File: config.mk
export PLATFORM = sky130hd
export DESIGN_NAME = frame_line_writer
export DESIGN_NICKNAME = d
export VERILOG_FILES = /design/src/rtl/frame_line_writer.sv
export SDC_FILE = /design/constraint.sdc
export NUM_CORES = 1
export LEC_CHECK = 0
export ABC_AREA = 1
export BUFFER_PORTS_ARGS = -buffer_cell sky130_fd_sc_hd__buf_2
export CORE_MARGIN = 1
export CORE_UTILIZATION = 30
export CTS_CLUSTER_DIAMETER = 80
export DETAILED_ROUTE_END_ITERATION = 7
export PLACE_DENSITY = 0.47
export SLEW_MARGIN = 30
export SYNTH_ARGS = -nofsm -noshare
export SYNTH_HDL_FRONTEND = slang
export SYNTH_SLANG_ARGS = --single-unit
export TNS_END_PERCENT = 1
File: constraint.sdc
create_clock -name clk -period 2.1 [get_ports clk]
set_input_delay 0.21 -clock clk [delete_from_list [all_inputs] [get_ports clk]]
set_output_delay 0.21 -clock clk [all_outputs]
set_load 0.005 [all_outputs]
File: src/rtl/frame_line_writer.sv
// frame_line_writer: packs binarised pixel beats into BRAM lines of the ping-pong frame buffer
module frame_line_writer #(
    parameter int BRAM_DATA_W  = 128,
    parameter int PIX_W        = 8,
    parameter int LINES        = 64,
    parameter int BRAM_ADDR_W  = 8,
    parameter int FRAME_OFFSET = 64
) (
    input  logic                   clk,
    input  logic                   resetn,
    input  logic                   pix_valid,
    output logic                   pix_ready,
    input  logic [PIX_W-1:0]       pix_data,
    input  logic                   pix_sof,
    input  logic                   pix_eol,
    input  logic                   corr_idle,
    output logic                   bram_we,
    output logic [BRAM_ADDR_W-1:0] bram_addr,
    output logic [BRAM_DATA_W-1:0] bram_wdata,
    output logic                   curr_frame_bram_offset_sel,
    output logic                   frame_ready,
    output logic                   line_err
);
    localparam int BEATS = BRAM_DATA_W / PIX_W;
    localparam int CW    = BEATS > 1 ? $clog2(BEATS) : 1;
    localparam int LW    = LINES > 1 ? $clog2(LINES) : 1;

    typedef enum logic [1:0] {IDLE, PACK, WRITE, SWAP} state_t;

    state_t                 state, state_next;
    logic [CW-1:0]          cnt;
    logic [LW-1:0]          line;
    logic [BRAM_DATA_W-1:0] pack;
    logic [BRAM_DATA_W-1:0] first_beat;
    logic [BRAM_DATA_W-1:0] placed;
    logic                   accept;
    logic                   last_beat;
    logic                   last_line;
    logic                   wr_sel;

    assign accept     = pix_valid & pix_ready;
    assign last_beat  = cnt == CW'(BEATS - 1);
    assign last_line  = line == LW'(LINES - 1);
    assign wr_sel     = ~curr_frame_bram_offset_sel;
    assign first_beat = {pix_data, {(BRAM_DATA_W - PIX_W){1'b0}}};
    assign placed     = first_beat >> (int'(cnt) * PIX_W);

    // state register
    always_ff @(posedge clk) begin
        if (!resetn) state <= IDLE;
        else         state <= state_next;
    end

    // next-state: sof opens a frame, a full or eol-terminated line writes, last line waits to swap
    always_comb begin
        state_next = state;
        case (state)
            IDLE:    state_next = (accept && pix_sof) ? PACK : IDLE;
            PACK:    state_next = (accept && !pix_sof && (last_beat || pix_eol)) ? WRITE : PACK;
            WRITE:   state_next = last_line ? SWAP : PACK;
            SWAP:    state_next = corr_idle ? IDLE : SWAP;
            default: state_next = IDLE;
        endcase
    end

    // input handshake: idle only listens while the correlator is not running
    always_comb begin
        pix_ready = state == IDLE ? corr_idle : state == PACK;
    end

    // datapath: beat packing, registered BRAM write port, buffer swap and error flag
    always_ff @(posedge clk) begin
        if (!resetn) begin
            cnt                        <= '0;
            line                       <= '0;
            pack                       <= '0;
            bram_we                    <= 1'b0;
            bram_addr                  <= '0;
            bram_wdata                 <= '0;
            curr_frame_bram_offset_sel <= 1'b0;
            frame_ready                <= 1'b0;
            line_err                   <= 1'b0;
        end else begin
            bram_we     <= 1'b0;
            frame_ready <= 1'b0;
            case (state)
                IDLE: if (accept && pix_sof) begin
                    pack <= first_beat;
                    cnt  <= CW'(1);
                    line <= '0;
                end
                PACK: if (accept) begin
                    if (pix_sof) begin
                        line_err <= 1'b1;
                        pack     <= first_beat;
                        cnt      <= CW'(1);
                        line     <= '0;
                    end else if (last_beat || pix_eol) begin
                        bram_we    <= 1'b1;
                        bram_wdata <= pack | placed;
                        bram_addr  <= BRAM_ADDR_W'(line) + (wr_sel ? BRAM_ADDR_W'(FRAME_OFFSET) : '0);
                        pack       <= '0;
                        cnt        <= '0;
                        if (!(last_beat && pix_eol)) line_err <= 1'b1;
                    end else begin
                        pack <= pack | placed;
                        cnt  <= cnt + CW'(1);
                    end
                end
                WRITE: line <= last_line ? '0 : line + LW'(1);
                SWAP: if (corr_idle) begin
                    curr_frame_bram_offset_sel <= wr_sel;
                    frame_ready                <= 1'b1;
                end
                default: ;
            endcase
        end
    end
endmodule

Word level (Yosys, flattened, before mapping)

Cells that the tools add are included.

Register bits after elaboration: 280
Word-level logic and storage cells: 74

Add/sub/neg operators: 3
Eq/ne operators: 9
Shift-type cells: 1
Mux-type cells: 27
Bitwise logic cells: 7
Reduce and logical (&&, ||, !) cells: 17

Operator list:

| kind                | count |
|---|---|
| $mux 128            | 4 |
| $pmux 128 s2        | 1 |
| $or 128x128->128    | 1 |
| $shr 128x7->128     | 1 |
| $mux 6              | 4 |
| $pmux 6 s3          | 1 |
| $mux 4              | 4 |
| $reduce_and 4->1    | 3 |
| $add 6x7->8         | 1 |
| $ne 2x2->1 const B  | 4 |
| $pmux 2 s4          | 1 |
| $pmux 4 s2          | 1 |
| $mux 1              | 7 |
| $mux 7              | 1 |
| $add 6x1->6 const B | 1 |
| $eq 6x6->1 const B  | 1 |
| $mux 2              | 3 |
| $not 1->1           | 5 |
| $add 4x1->4 const B | 1 |
| $eq 2x2->1 const B  | 2 |
| $eq 4x4->1 const B  | 1 |
| $logic_and 1x1->1   | 4 |
| $reduce_and 2->1    | 2 |
| $reduce_bool 2->1   | 2 |
| other kinds (8)     | 8 |

Depth between registers and ports, before layout

Depth after elaboration: 7
Depth in mapped cells: 12
Gate-level depth less buffers: 10

Worst setup path after synthesis

Ideal clock, no wire load.

Path type: register to register
From: register cnt[0]
To: register pack[38]
Setup time: 0.128 ns
Arrival time: 1.464 ns
Required time: 1.972 ns
Setup slack: 0.508 ns
Stages on the path, launching flop included: 13
Clock period less this slack: 1.592 ns
Cell sequence: dfxtp_1 > ha_1 > nand3_1 > nand2_1 > inv_1 > nand2_2 > inv_2 > buf_6 > buf_4 > nand2_1 > nand2_1 > nand2_1 > nor2_1

Word-level cells in the longest chain between the ends: 6
Elaborated cells between the ends (all ways): 8
Those cells by class: eq/ne: 1; shift: 1; mux: 4; bitwise: 1; reduce/logical: 1

Ends and longest elaborated chain:

| what                                                        | line    | source |
|---|---|---|
| from (decl)                                                 | 31      | `logic [CW-1:0] cnt;` |
| from (signal assigned)                                      | 107     | `cnt <= cnt + CW'(1);` |
| $shr 128x7->128 / $eq 4x4->1 (equally long branches)        | 46, 42  |  |
| $or 128x128->128 / $logic_or 1x1->1 (equally long branches) | 106, 98 |  |
| $mux 128 *                                                  | 98      | `end else if (last_beat \|\| pix_eol) begin` |
| $mux 128 *                                                  | 93      | `if (pix_sof) begin` |
| $mux 128 *                                                  | 92      | `PACK: if (accept) begin` |
| $pmux 128 s2 *                                              | 86      | `case (state)` |
| to (signal assigned)                                        | 88      | `pack <= first_beat;` |
| to (signal assigned)                                        | 95      | `pack <= first_beat;` |
| to (signal assigned)                                        | 106     | `pack <= pack \| placed;` |
| to (decl)                                                   | 33      | `logic [BRAM_DATA_W-1:0] pack;` |

Mark *: on every way between the ends. The rest lies on a longest branch, timed or not. The select of a mux whose other input is x is not followed.
A chain may end at the register's enable or synchronous reset.

Final worst setup path

From: register cnt[0]
To: register bram_wdata[99]

Word-level cells in the longest chain between the ends: 3
Elaborated cells between the ends (all ways): 5
Those cells by class: eq/ne: 1; shift: 1; bitwise: 1; reduce/logical: 2

Ends and longest elaborated chain:

| what                                                                    | line | source |
|---|---|---|
| parallel branches: the longest is 3 deep, another holds $shr 128x7->128 | -    |  |
| to (signal assigned)                                                    | 100  | `bram_wdata <= pack \| placed;` |
| to (decl)                                                               | 19   | `output logic [BRAM_DATA_W-1:0] bram_wdata,` |

Several ways; the timed one is not identified.

==> impl_metrics.json <==
{
  "grt_use_total_pct": 19.5,
  "clock_sinks": 279,
  "synth_compound_area_share_pct": 6.23,
  "die_w_um": 209,
  "syn_area_mm2": 0.0128,
  "synth-edff-count": 0,
  "fin_setup_tns_ns": 0,
  "yosysTopAreaCell": "dfxtp_1",
  "combPwrFrac_pct": 10.2,
  "swShare_pct": 25.2,
  "p_seq_share_pct": 40.8,
  "fill_cells": 4555,
  "timing.final.crit_share_pct": 90.5,
  "drive_gt1_share_pct": 14.3,
  "place_ws_ns": 0.0501,
  "synth_fa_ha_area_share_pct": 0.195,
  "stdcell_count": 2715,
  "worstMarginPinSlew_ns": 0.727,
  "p_sw_mw": 3.44,
  "ant_nets": 0,
  "syn_to_final_growth_pct": 22.4,
  "hold_ws_ns": 0.0431,
  "path_cells": "ha_1 -> nand3_1 -> nand2_1 -> nand3_4 -> buf_12 -> buf_12 -> o21ai_0 -> nor2_1",
  "avgViaCountPerCell": 4.70,
  "ios": 155,
  "syn_inst": 2021,
  "fmax_mhz": 526,
  "hold_viol": 0,
  "setup_viol": 0,
  "cts_tree": "done",
  "relSlewSlack_pct": 51.3,
  "intPower_mw": 10.2,
  "ir_worst_vdd_mv": 0.520,
  "synth-seq-cells": 279,
  "synth_top_area_share_pct": 43.6,
  "synth_top_family_by_area": "simple AND/OR/NAND/NOR gates",
  "antenna_cells": 0,
  "fin_nets": 2166,
  "clockRootBuffer": "clkbuf_16",
  "drtIter0Drc": 727,
  "crit_type": "reg -> reg",
  "cp_max_fo": 30,
  "min_period_ns": 1.90,
  "cp-start-kind": "flip-flop",
  "end_kind": "flip-flop",
  "synth_cell_types": 31,
  "dr.pass1.iters": 6,
  "ys.flop_type": "dfxtp_1",
  "cap_violations": 0,
  "core_area_mm2": 0.0420,
  "synthSimpleGateAreaFrac_pct": 39.5,
  "drv_slew": 0,
  "placed_cells": 2649,
  "gp_congestion": 0.849,
  "async_reset_ff_share_pct": 0,
  "status": "completed",
  "cp_top_family": "simple AND/OR/NAND/NOR gates",
  "p_clk_share_pct": 49.0,
  "grt_overflow_total": 0,
  "cp_common_cell": "buf_12",
  "htree_levels": 2,
  "power_density_mw_per_mm2": 869,
  "design_power_total_mw": 13.6,
  "die_height_um": 209,
  "yosys_warnings": 0,
  "wl_um": 42400,
  "die-area_mm2": 0.0435,
  "crit_required_ns": 2.53,
  "drc": 0,
  "syn_nets": 2037,
  "dp_hpwl_um": 28200,
  "synthTopCellsByArea": "dfxtp_1 (44%), nand2_1 (20%), nor2_1 (13%)",
  "grt_pass1_wl_um": 66800,
  "muxShareOfSynthArea_pct": 0,
  "cts_buffers": 35,
  "syn_avg_cell_area_um2": 6.34,
  "power_leakage_nw": 7.68,
  "clk_pin_slew_worst_paths_ns": 0.06,
  "path_buf_inv": 2,
  "crit_arrival_ns": 2.33,
  "vias": 12800,
  "synth-xor-area-share_pct": 0.0684,
  "rsz0062_at_grt": "no",
  "slowest_stage": "dfxtp_1",
  "cts_buffer_depth": 3,
  "wl_per_cell_um": 15.6,
  "grt_pass1_vias": 11700,
  "setup_ws_ns": 0.199,
  "start_util_pct": 30.5,
  "antenna_found_initial": 0,
  "clkLatencyLatePin_ns": 0.54,
  "grt_max_degree": 115,
  "io_buffers": 153,
  "min_path_type": "in -> reg",
  "max_stage_delay_ns": 0.34,
  "fp-row-count": 75,
  "clock_skew_ns": 0.0127,
  "ys_seq_area_share_pct": 43.6
}
==> metrics by stage <==
| step | util [%] | area [µm²] |
|---|---|---|
| after floorplan | - | 12800 |
| after global placement | 34.2 | 14400 |
| after detailed placement | 34.2 | 14400 |
| after CTS | 37.3 | 15700 |
| after global routing | 37.3 | 15700 |
| final | 37.3 | 15700 |
==> worst register-to-register path: stages, from the launching register on <==
cell and delay (ns):
dfxtp_1 0.34, ha_1 0.18, nand3_1 0.11, nand2_1 0.19, nand3_4 0.24, buf_12 0.26
buf_12 0.17, o21ai_0 0.24, nor2_1 0.06
==> layout make-up <==
| cell class | instances | area (µm²) | share of cell area, % |
|---|---|---|---|
| well taps | 539 | 674 | 4.30 |
| clock inverters | 12 | 221 | 1.41 |
| flip-flops and latches | 279 | 5590 | 35.6 |
| repair buffers | 229 | 1560 | 9.95 |
| inverters | 170 | 654 | 4.17 |
| multi-input cells | 1435 | 5930 | 37.8 |
| clock buffers | 51 | 1060 | 6.75 |
==> final timing paths <==
path | startpoint | endpoint | slack (ns) | depth (start not counted)
setup reg to reg | cnt[0] | bram_wdata[99] | 0.20 | 8
hold reg to reg | line_err | line_err | 0.46 | 2
setup / recovery | cnt[0] | bram_wdata[99] | 0.20 | 8
hold / removal | corr_idle | state[1] | 0.04 | 4
==> repair_timing <==
item                                    CTS  global route
gates resized for setup                   0             4
setup buffers                             0             2
hold buffers                              1             0
endpoints found under the hold margin     1             0
endpoints found under the setup margin    0           111
==> layout by cell type (no fill, tap or decap), types with 2 or more instances in the layout <==
cell | netlist | layout
nand3_1 | 60 | 60
dfxtp_2 | 0 | 3
inv_1 | 163 | 161
nor2_1 | 443 | 435
ha_1 | 2 | 2
clkinv_2 | 0 | 3
clkinvlp_4 | 0 | 3
buf_2 | 38 | 152
o21ai_1 | 25 | 25
buf_12 | 0 | 17
nor2_2 | 1 | 9
inv_4 | 1 | 3
o21ai_0 | 118 | 118
clkbuf_1 | 54 | 6
a21oi_1 | 12 | 12
clkbuf_8 | 0 | 8
dfxtp_1 | 279 | 276
buf_4 | 27 | 57
clkbuf_16 | 0 | 37
bufinv_16 | 0 | 6
inv_2 | 4 | 3
nand4_1 | 67 | 67
buf_6 | 3 | 2
nand2_2 | 2 | 2
nand2_1 | 694 | 694
==> cell usage after synthesis (4+ instances only) <==
cell type  instances
a21oi_1           12
buf_1             15
buf_2             38
buf_4             27
clkbuf_1          54
dfxtp_1          279
inv_1            163
inv_2              4
nand2_1          694
nand3_1           60
nand4_1           67
nor2_1           443
o21ai_0          118
o21ai_1           25
==> per-layer routing <==
layer	routed length (µm)	vias to the layer above	part of all wire, %	GRT usage, %
met2	19000	325	45	30.5
met3	2080	78	4.9	2.75
met4	1390	0	3.3	8.29
met1	19900	5880	47	26.7
met5	0	-	0	0
li1	-	6468	-	-
==> power by group through the flow <==
stage	logic, mW	registers (mW)	clock network (mW)
detailed placement	1.38	5.67	0
finish	1.39	5.56	6.68
CTS	1.39	5.56	6.88
global route	1.58	5.57	7.08
global placement	1.36	5.67	0
floorplan	0.916	5.66	0
==> registers in the layout, summed over array words and instances (netlist names), 2 cells and up <==
register,count
bram_addr,7
line,6
cnt,4
state,2
bram_wdata,128
pack,128
==> cells by family after synthesis <==
group,after synthesis
simple gates,1273
buf+inv,307
flops,279
compound gates,158
fa+ha+maj,2
xor+xnor,1
other cells,1
Power figures use the tool's default switching activity.
